[src/rtl/num_compare.sv]
// Unsigned full-width magnitude compare of a guess against a target.
module num_compare #(
  parameter int WIDTH = 4
) (
  input  logic [WIDTH-1:0] a,
  input  logic [WIDTH-1:0] b,
  output logic             eq,
  output logic             gt,
  output logic             lt
);

  // Exactly one of eq/gt/lt is high for any pair of inputs.
  always_comb begin
    eq = (a == b);
    gt = (a > b);
    lt = (a < b);
  end

endmodule

[config.mk]
export PLATFORM = sky130hd
export DESIGN_NAME = num_compare
export DESIGN_NICKNAME = d
export VERILOG_FILES = /design/src/rtl/num_compare.sv
export SDC_FILE = /design/constraint.sdc
export NUM_CORES = 1
export LEC_CHECK = 0
export CAP_MARGIN = 10
export CORE_AREA = 4 4 41 43
export DETAILED_ROUTE_END_ITERATION = 8
export DIE_AREA = 0 0 45 47
export DONT_BUFFER_PORTS = 1
export PLACE_DENSITY_LB_ADDON = 0.2
export SLEW_MARGIN = 20
export SYNTH_ARGS = -nofsm -noshare
export SYNTH_HDL_FRONTEND = slang
export SYNTH_SLANG_ARGS = --single-unit
[constraint.sdc]
create_clock -name vclk -period 2
set_input_delay 0.4 -clock vclk [all_inputs]
set_output_delay 0.4 -clock vclk [all_outputs]
set_load 0.01 [all_outputs]
== Word-level counts from Yosys, hierarchy flattened ==
Cells that the tools add are included.
Operators by class
  $lt $le $gt $ge: 2
  eq/ne operators: 1
Operator list (count)
  $eq A4 B4 Y1: 1
  $gt A4 B4 Y1: 1
  $lt A4 B4 Y1: 1
Storage, ports and cells
  register bits: 0
  input bits: 8
  output and inout bits: 3
  word-level logic and storage cells: 3

== Logic depth before layout (Yosys ltp) ==
Gate-level depths: netlist of the first run.
  word-level depth: 1
  gate-level depth with buffers: 5
  gate-level depth less buffers: 5

== Least setup slack after synthesis of the first run ==
No wires, ideal clock.
  path kind: input port to output port
  from: input b[1]
  to: output lt
  arrival time: 1108 ps
  data required time: 1600 ps
  slack: 492 ps
  cell stages on the path: 5
  path buffers: 0
  cell sequence: inv_1 ha_1 nor2b_4 o21bai_4 and2_1
On the way
  cells in the longest elaborated chain, start to end: 1
Ends and longest elaborated chain
  start, declared: line 6  | input logic [WIDTH-1:0] b,
  $lt A4 B4 Y1: line 16  | lt = (a < b);
  end, declared: line 9  | output logic lt
Every way passes these cells.

== Worst setup path in the final report of the first run ==
Same ends and word-level chain as after synthesis.

==> flow_summary.rst, run 1 <==
.. list-table::
   :header-rows: 1

   * - Metric
     - Value
   * - Run status
     - completed
   * - 1st-iter DRT viols
     - 1
   * - Fillers
     - 161
   * - Average wire per standard cell
     - 8.06 um
   * - Final critical-path required period
     - 1550 ps
   * - Routed vias/inst
     - 3.13
   * - Transition time at the pin with the least slew margin
     - 303 ps
   * - Sequential cell area in the final layout
     - 0 sq um
   * - Worst max-slew margin expressed relative to the limit
     - 79.8%
   * - Instance count of the mapped netlist
     - 16
   * - Hold Vio Cnt, Final
     - 0
   * - Total die area
     - 2120 sq um
   * - Fin. max-slew vios
     - 0
   * - Tot GR Track Use
     - 2.75%
   * - Kind of start point of the critical path
     - input port
   * - Standby leakage power
     - 0.0758 nW
   * - Inserted Diodes
     - 0
   * - Post-CTS setup repair buffer count
     - 0
   * - CP Launch Point
     - b[1]
   * - Final core occ
     - 11.3%
   * - Die X
     - 45 um
   * - Number of cells on the worst hold path
     - 3
   * - Area growth syn-to-layout
     - 14.6%
   * - Total Power
     - 0.0338 mW
   * - Count of different cell masters after synthesis
     - 9
   * - Num rows
     - 13
   * - Power density of the placed cells
     - 229 nW/um^2
   * - Cell at the slowest stage of the critical path
     - sky130_fd_sc_hd__ha_1
   * - Peak supply drop
     - 80.7 uV
   * - Total Negative Setup Slacks
     - 0 ps
   * - Syn_nets
     - 28
   * - Data arrival time at the worst-slack endpoint
     - 1150 ps
   * - Initial core utilization
     - 9.90%
   * - FF+latch count
     - 0
   * - Highest Clock Rate
     - 0.646 GHz
   * - Share of the cycle needed by the critical path after routing
     - 77.4%
   * - Crit Path Max Fanout
     - 2
   * - Post-synthesis instance area
     - 129 sq um
   * - Via count of the routed design
     - 97
   * - Sequential-to-total area share from yosys stat
     - 0%
   * - Antenna-violating nets left
     - 0
   * - Yosys warnings
     - 0
   * - Category of the worst setup path capture point
     - primary output
   * - Total congestion overflow
     - 0
   * - Critical path, cell by cell
     - inv_1 -> ha_1 -> nor2b_4 -> o21bai_4 -> and2_1
   * - Kind of critical path
     - input port to primary output
   * - DRC
     - 0
   * - Class of the tightest hold or removal check
     - input port to primary output
   * - Final setup fails
     - 0
   * - Top library cells by usage in the layout, fill and taps aside
     - 4 x sky130_fd_sc_hd__inv_1, 4 x sky130_fd_sc_hd__ha_1, 2 x sky130_fd_sc_hd__nand2_1
   * - Synth Area per Inst
     - 8.05 sq um
   * - Pin count of the biggest net entering global routing
     - 3
   * - Number of instances resized during post-cts repair
     - 0
   * - Number of detailed-route iterations in the first pass
     - 2
   * - Required time of the worst setup path
     - 1600 ps
   * - Max-Cap Viols
     - 0
   * - Unrepaired setup endpoints after global routing
     - no
   * - I/O pin count
     - 11
   * - Slowest Stage Delay on Critical Path
     - 280 ps
   * - Hold_buf cts
     - 0
   * - Number of port buffers
     - 0
   * - Final estimated routing congestion in global placement
     - 0.641
   * - Clock buffer count
     - 0
   * - Area of the core region
     - 1300 sq um
   * - Worst Setup EP
     - lt
   * - Total non-filler cell area in the finished layout
     - 148 sq um
   * - Cell area after placement
     - 148 sq um
   * - Vias in the first global route
     - 106
   * - Chip Height
     - 47 um
   * - Global-route wire length before repair
     - 462 um
   * - Initial antenna violation count
     - 0
   * - Overall routed net length
     - 250 um
   * - Post-layout net count
     - 30
   * - Share of layout cells above drive strength 1
     - 18.8%
## final cells by class
type	count	area [sq um]	share of cell area (%)
inverter	4	15.0	10.2
tap	15	18.8	12.7
multi-input combinational	12	114	77.1
## cell usage after synthesis
cell / number / area (sq um)
sky130_fd_sc_hd__a21oi_2: 1 / 8.76
sky130_fd_sc_hd__nor2b_4: 1 / 13.8
sky130_fd_sc_hd__inv_1: 4 / 15.0
sky130_fd_sc_hd__o21bai_4: 1 / 18.8
sky130_fd_sc_hd__nor2_1: 1 / 3.75
sky130_fd_sc_hd__nand2_1: 2 / 7.51
sky130_fd_sc_hd__a21oi_1: 1 / 5.00
sky130_fd_sc_hd__ha_1: 4 / 50.1
sky130_fd_sc_hd__and2_1: 1 / 6.26
## per-stage QoR
| stage | instances | hold WS, ps | setup slack, ps |
|---|---|---|---|
| finish | 31 | 1140 | 453 |
| global route | 31 | 1160 | 399 |
| CTS | 31 | 1150 | 451 |
| detailed placement | 31 | 1150 | 455 |
| global placement | 31 | 1140 | 450 |
| floorplan | 16 | 1120 | 492 |
## critical path, delay by kind of cell
| kind | cells | cell delay [ps] |
|---|---|---|
| AOI/OAI and AO/OA | 1 | 110 |
| adders and majority gates | 1 | 280 |
| buffers and inverters | 1 | 20 |
| and+or+nand+nor | 2 | 330 |
## worst min path at each step
stage	end	slack, ps	from
after floorplan	eq	1120	b[0]
after global placement	eq	1140	b[0]
after detailed placement	eq	1150	b[0]
after CTS	eq	1150	b[0]
after global routing	eq	1160	b[0]
final	eq	1140	b[0]
## per-layer routing
metal	global-route usage (%)	up-vias	share of wire, %
met5	0	-	0
met4	0	0	0
met3	1.15	0	16
met2	3.67	9	31
met1	4.27	37	53
li1	-	51	-
## cell families (layout without fill, tap and decap cells)
| logic type | Yosys count | count (layout) | share of synthesized area, % |
|---|---|---|---|
| simple gates | 5 | 5 | 24.3 |
| fa+ha+maj | 4 | 4 | 38.8 |
| compound gates | 3 | 3 | 25.2 |
| buf+inv | 4 | 4 | 11.6 |
## power by group
| group | total (mW) | switching [mW] | internal, mW |
|---|---|---|---|
| combinational | 0.0338 | 0.0177 | 0.0161 |
| sequential | 0 | 0 | 0 |
| clock | 0 | 0 | 0 |
Power figures use the tool's default switching activity.
==> run 2, diff against run 1 <==
--- a/config.mk
+++ b/config.mk
@@ -5,6 +5,7 @@
 export SDC_FILE = /design/constraint.sdc
 export NUM_CORES = 1
 export LEC_CHECK = 0
+export ABC_AREA = 1
 export CAP_MARGIN = 10
 export CORE_AREA = 4 4 41 43
 export DETAILED_ROUTE_END_ITERATION = 8
==> constraint.sdc (replaced) <==
create_clock -name vclk -period 1.25
set_input_delay 0.25 -clock vclk [all_inputs]
set_output_delay 0.25 -clock vclk [all_outputs]
set_load 0.01 [all_outputs]
==> flow_summary.rst, run 2 <==
.. list-table::
   :header-rows: 1

   * - Metric
     - Value
   * - Final estimated routing congestion in global placement
     - 0.582
   * - Hold_buf cts
     - 0
   * - Post-layout net count
     - 35
   * - Class of the tightest hold or removal check
     - input port to primary output
   * - Share of the cycle needed by the critical path after routing
     - 96.2%
   * - DRC
     - 0
   * - Inserted Diodes
     - 0
   * - Post-synthesis instance area
     - 115 sq um
   * - Kind of critical path
     - input port to primary output
   * - Final setup fails
     - 0
   * - 1st-iter DRT viols
     - 0
   * - Met1 routing resource usage after global routing
     - 4.72%
   * - Slowest Stage Delay on Critical Path
     - 270 ps
   * - Final core occ
     - 12.8%
   * - Syn_nets
     - 32
   * - Transition time at the pin with the least slew margin
     - 186 ps
   * - Leading cell types by total area after synthesis
     - sky130_fd_sc_hd__ha_1 43%, sky130_fd_sc_hd__inv_1 23%, sky130_fd_sc_hd__nand2_1 16%, sky130_fd_sc_hd__a21oi_1 8.7%, sky130_fd_sc_hd__and2_1 5.4%
   * - Yosys warnings
     - 0
   * - Crit path buf inv count
     - 2
   * - Initial antenna violation count
     - 0
   * - Initial core utilization
     - 8.85%
   * - Via count of the routed design
     - 123
   * - Overall routed net length
     - 293 um
   * - Sequential-to-total area share from yosys stat
     - 0%
   * - Worst max-slew margin expressed relative to the limit
     - 87.6%
   * - Kind of start point of the critical path
     - input port
   * - Kind of cell adding the most delay to the critical path
     - adder cells
   * - Num rows
     - 13
   * - Pin count of the biggest net entering global routing
     - 3
   * - Total congestion overflow
     - 0
   * - Final critical-path required period
     - 1200 ps
   * - Tot GR Track Use
     - 2.99%
   * - Hold Vio Cnt, Final
     - 0
   * - Vias in the first global route
     - 108
   * - Antenna-violating nets left
     - 0
   * - Run status
     - completed
   * - Power density of the placed cells
     - 363 nW/um^2
   * - Standby leakage power
     - 0.0943 nW
   * - Peak supply drop
     - 116 uV
   * - Routed vias/inst
     - 3.42
   * - Area growth syn-to-layout
     - 44.6%
   * - Top-count cell post-synth
     - sky130_fd_sc_hd__inv_1
   * - Chip Height
     - 47 um
   * - Most common library cell in the layout ignoring fill and taps
     - sky130_fd_sc_hd__inv_1
   * - Crit Path Max Fanout
     - 2
   * - Critical path, cell by cell
     - inv_1 -> ha_4 -> nand2_2 -> nor2_1 -> buf_4
   * - Top library cells by usage in the layout, fill and taps aside
     - 7 x sky130_fd_sc_hd__inv_1, 4 x sky130_fd_sc_hd__nand2_1, 3 x sky130_fd_sc_hd__ha_1
   * - Highest Clock Rate
     - 0.832 GHz
   * - Average wire per standard cell
     - 8.14 um
   * - Fin. max-slew vios
     - 0
   * - Area fraction of the dominant cell type after synthesis
     - 43.5%
   * - Setup ws final
     - 47.9 ps
   * - Instance count of the mapped netlist
     - 20
   * - Synth Area per Inst
     - 5.76 sq um
   * - Total die area
     - 2120 sq um
   * - Category of the worst setup path capture point
     - primary output
   * - Number of port buffers
     - 0
   * - Area of the core region
     - 1300 sq um
   * - Global-route wire length before repair
     - 476 um
   * - Post-place setup slack
     - -6.62 ps
   * - Die X
     - 45 um
   * - Count of different cell masters after synthesis
     - 6
   * - Cell internal pwr
     - 0.0276 mW
   * - Met3 track demand over resource
     - 0.383%
   * - Hold slack final
     - 810 ps
   * - Sequential share of power
     - 0%
   * - Number of detailed-route iterations in the first pass
     - 1
   * - Cell type contributing the most total cell area after synthesis
     - sky130_fd_sc_hd__ha_1
   * - Total net switching power
     - 0.0328 mW
   * - Fillers
     - 167
   * - Multi-input combinational cell area
     - 114 sq um
   * - Clock buffer count
     - 0
   * - Switching Fraction
     - 54.3%
   * - Combinational power share
     - 100.0%
   * - Met2 global-route usage
     - 4.52%
   * - Leading cell types by count after synthesis
     - 7 x sky130_fd_sc_hd__inv_1, 5 x sky130_fd_sc_hd__nand2_1, 4 x sky130_fd_sc_hd__ha_1
   * - Required time of the worst setup path
     - 1000 ps
   * - Sequential cell area in the final layout
     - 0 sq um
   * - I/O pin count
     - 11
   * - FF+latch count
     - 0
   * - Data arrival time at the worst-slack endpoint
     - 950 ps
   * - Share of layout cells above drive strength 1
     - 28.6%
   * - Peak-usage layer in the global routing report
     - met1
   * - Max-Cap Viols
     - 0
   * - Cell at the slowest stage of the critical path
     - sky130_fd_sc_hd__ha_4
   * - Part of the power in the clock network
     - 0%
## run 2: changes by cell type after synthesis, sizes merged
cell and delta:
nand2 +3, o21bai -1, inv +3, nor2b -1
## run 2: cells by family (layout without fill, tap and decap cells)
group | after synthesis | in the layout | share of synthesized area (%)
AND/OR/NAND/NOR | 7 | 7 | 25.0
AO/OA/AOI/OAI | 2 | 2 | 8.70
buffers and inverters | 7 | 8 | 22.8
adder cells (fa/ha/maj) | 4 | 4 | 43.5
## run 2: power groups by stage
stage	clock [mW]	combinational [mW]	sequential [mW]
global route	0	0.0698	0
finish	0	0.0604	0
CTS	0	0.0505	0
floorplan	0	0.0358	0
detailed placement	0	0.0468	0
global placement	0	0.0442	0
## run 2: final cells by class
type / instances / share of cell area (%)
Inverter: 7 / 15.8
Multi-Input combinational cell: 13 / 68.4
Tap cell: 15 / 11.3
Timing Repair Buffer: 1 / 4.51
## run 2: layer usage
metal / vias up / wire length, um
met5: - / 0
met4: 0 / 0
met2: 10 / 108
li1: 61 / -
met1: 52 / 156
met3: 0 / 28
## run 2: path summary, 6_finish.rpt
kind / cells past startpoint / to / startpoint
worst min-delay path: 3 / lt / a[3]
worst max-delay path: 5 / eq / b[3]
## run 2: metrics by stage
| step | instances | power, mW | TNS (ps) | area, sq um |
|---|---|---|---|---|
| 6_report | 36 | 0.0604 | 0 | 166 |
| 5_1_grt | 36 | 0.0698 | -0.0209 | 166 |
| 4_1_cts | 36 | 0.0505 | -5.48 | 144 |
| 3_5_place_dp | 36 | 0.0468 | -6.62 | 141 |
| 3_3_place_gp | 36 | 0.0442 | 0 | 141 |
| 2_1_floorplan | 20 | 0.0358 | 0 | 115 |
## run 2: repair_timing
item / 4_1_cts / 5_1_grt
endpoints found under the setup margin: 1 / 2
setup buffers: 0 / 0
cloned: 0 / 0
gates resized for setup: 1 / 4
pin swaps: 0 / 1
==> run 3, diff against run 2 <==
--- a/config.mk
+++ b/config.mk
@@ -12,6 +12,7 @@
 export DIE_AREA = 0 0 45 47
 export DONT_BUFFER_PORTS = 1
 export PLACE_DENSITY_LB_ADDON = 0.2
+export REMOVE_ABC_BUFFERS = 1
 export SLEW_MARGIN = 20
 export SYNTH_ARGS = -nofsm -noshare
 export SYNTH_HDL_FRONTEND = slang
==> constraint.sdc (replaced) <==
create_clock -name vclk -period 1.25
set_input_delay 0.25 -clock vclk [all_inputs]
set_output_delay 0.25 -clock vclk [all_outputs]
set_load 0.005 [all_outputs]
==> flow_summary.rst, run 3 (same netlist as run 2, synthesis figures left out) <==
.. list-table::
   :header-rows: 1

   * - Metric
     - Value
   * - Setup ws final
     - 66.5 ps
   * - Die X
     - 45 um
   * - Routed vias/inst
     - 3.11
   * - Most common library cell in the layout ignoring fill and taps
     - sky130_fd_sc_hd__inv_1
   * - Global-route wire length before repair
     - 434 um
   * - Pin count of the biggest net entering global routing
     - 3
   * - DRC
     - 0
   * - Peak supply drop
     - 67.6 uV
   * - Routed wl met3
     - 31 um
   * - Class of the tightest hold or removal check
     - input port to primary output
   * - Antenna-violating nets left
     - 0
   * - Data arrival time at the worst-slack endpoint
     - 930 ps
   * - Length of routed met2 wiring
     - 74 um
   * - Post-CTS setup repair buffer count
     - 0
   * - Post-place setup slack
     - 52.6 ps
   * - Cell area after placement
     - 134 sq um
   * - Overall routed net length
     - 255 um
   * - Multi-input combinational cell area
     - 88.8 sq um
   * - Area growth syn-to-layout
     - 16.3%
   * - Fillers
     - 160
   * - Run status
     - completed
   * - Inserted Diodes
     - 0
   * - Placed wire-length estimate
     - 261 um
   * - Slowest Stage Delay on Critical Path
     - 270 ps
   * - Hold Vio Cnt, Final
     - 0
   * - Total Power
     - 0.0376 mW
   * - Chip Height
     - 47 um
   * - Total die area
     - 2120 sq um
   * - Hold_buf cts
     - 0
   * - Power density of the placed cells
     - 281 nW/um^2
   * - Top library cells by usage in the layout, fill and taps aside
     - 7 x sky130_fd_sc_hd__inv_1, 5 x sky130_fd_sc_hd__nand2_1, 4 x sky130_fd_sc_hd__ha_1
   * - Unrepaired setup endpoints after global routing
     - no
   * - Number of detailed-route iterations in the first pass
     - 1
   * - Transition time at the pin with the least slew margin
     - 188 ps
   * - Met1 wire length
     - 149 um
   * - 1st-iter DRT viols
     - 0
   * - Required time of the worst setup path
     - 1000 ps
   * - Initial antenna violation count
     - 0
   * - Via count of the routed design
     - 109
   * - Final instance count without filler cells
     - 35
   * - Max-Cap Viols
     - 0
   * - Share of the cycle needed by the critical path after routing
     - 94.7%
   * - Top Layer Used
     - met3
   * - FF+latch count
     - 0
   * - Tot GR Track Use
     - 2.68%
   * - Vias in the first global route
     - 99
   * - Share of layout cells above drive strength 1
     - 0%
   * - Num rows
     - 13
   * - Hold slack final
     - 795 ps
   * - Initial core utilization
     - 8.85%
   * - Area of the core region
     - 1300 sq um
   * - Final core occ
     - 10.3%
   * - Number of instances resized during post-cts repair
     - 0
   * - Average wire per standard cell
     - 7.29 um
   * - Final estimated routing congestion in global placement
     - 0.575
   * - I/O pin count
     - 11
   * - Number of port buffers
     - 0
   * - Total congestion overflow
     - 0
   * - Cell total after placement
     - 35
   * - Total non-filler cell area in the finished layout
     - 134 sq um
   * - Critical path, cell by cell
     - inv_1 -> ha_1 -> a21oi_1 -> and2_1
   * - Standby leakage power
     - 0.0851 nW
   * - Cell at the slowest stage of the critical path
     - sky130_fd_sc_hd__ha_1
   * - Highest Clock Rate
     - 0.845 GHz
   * - Final setup fails
     - 0
   * - Post-layout net count
     - 34
   * - Kind of critical path
     - input port to primary output
   * - Clock buffer count
     - 0
   * - Fin. max-slew vios
     - 0
   * - Worst max-slew margin expressed relative to the limit
     - 87.5%
   * - Final critical-path required period
     - 1180 ps
   * - Kind of start point of the critical path
     - input port
   * - Sequential cell area in the final layout
     - 0 sq um
   * - Crit Path Max Fanout
     - 2
   * - Total Negative Setup Slacks
     - 0 ps
   * - Category of the worst setup path capture point
     - primary output
-- run 3: worst max-delay path, delay by kind of cell --
family / cells / cell delay, ps
AOI/OAI and AO/OA: 1 / 210
buffers and inverters: 1 / 20
adders and majority gates: 1 / 270
and+or+nand+nor: 1 / 180
-- run 3: final cells by class --
type	count	area share (%)
Tap cell	15	14.0
Inverter	7	19.6
Multi-Input combinational cell	13	66.4
-- run 3: metal layers --
layer / vias up / global-route usage, %
li1: 61 / -
met1: 38 / 4.27
met2: 10 / 3.95
met3: 0 / 0.383
met4: 0 / 0
met5: - / 0
-- run 3: worst paths after layout --
| path | startpoint | slack (ps) | depth (start not counted) | to |
|---|---|---|---|---|
| max | b[3] | 70 | 4 | lt |
| min | b[0] | 790 | 3 | eq |
-- run 3: power breakdown --
part | switching, mW | internal (mW) | total, mW
Sequential | 0 | 0 | 0
Combinational | 0.0221 | 0.0155 | 0.0376
Clock | 0 | 0 | 0
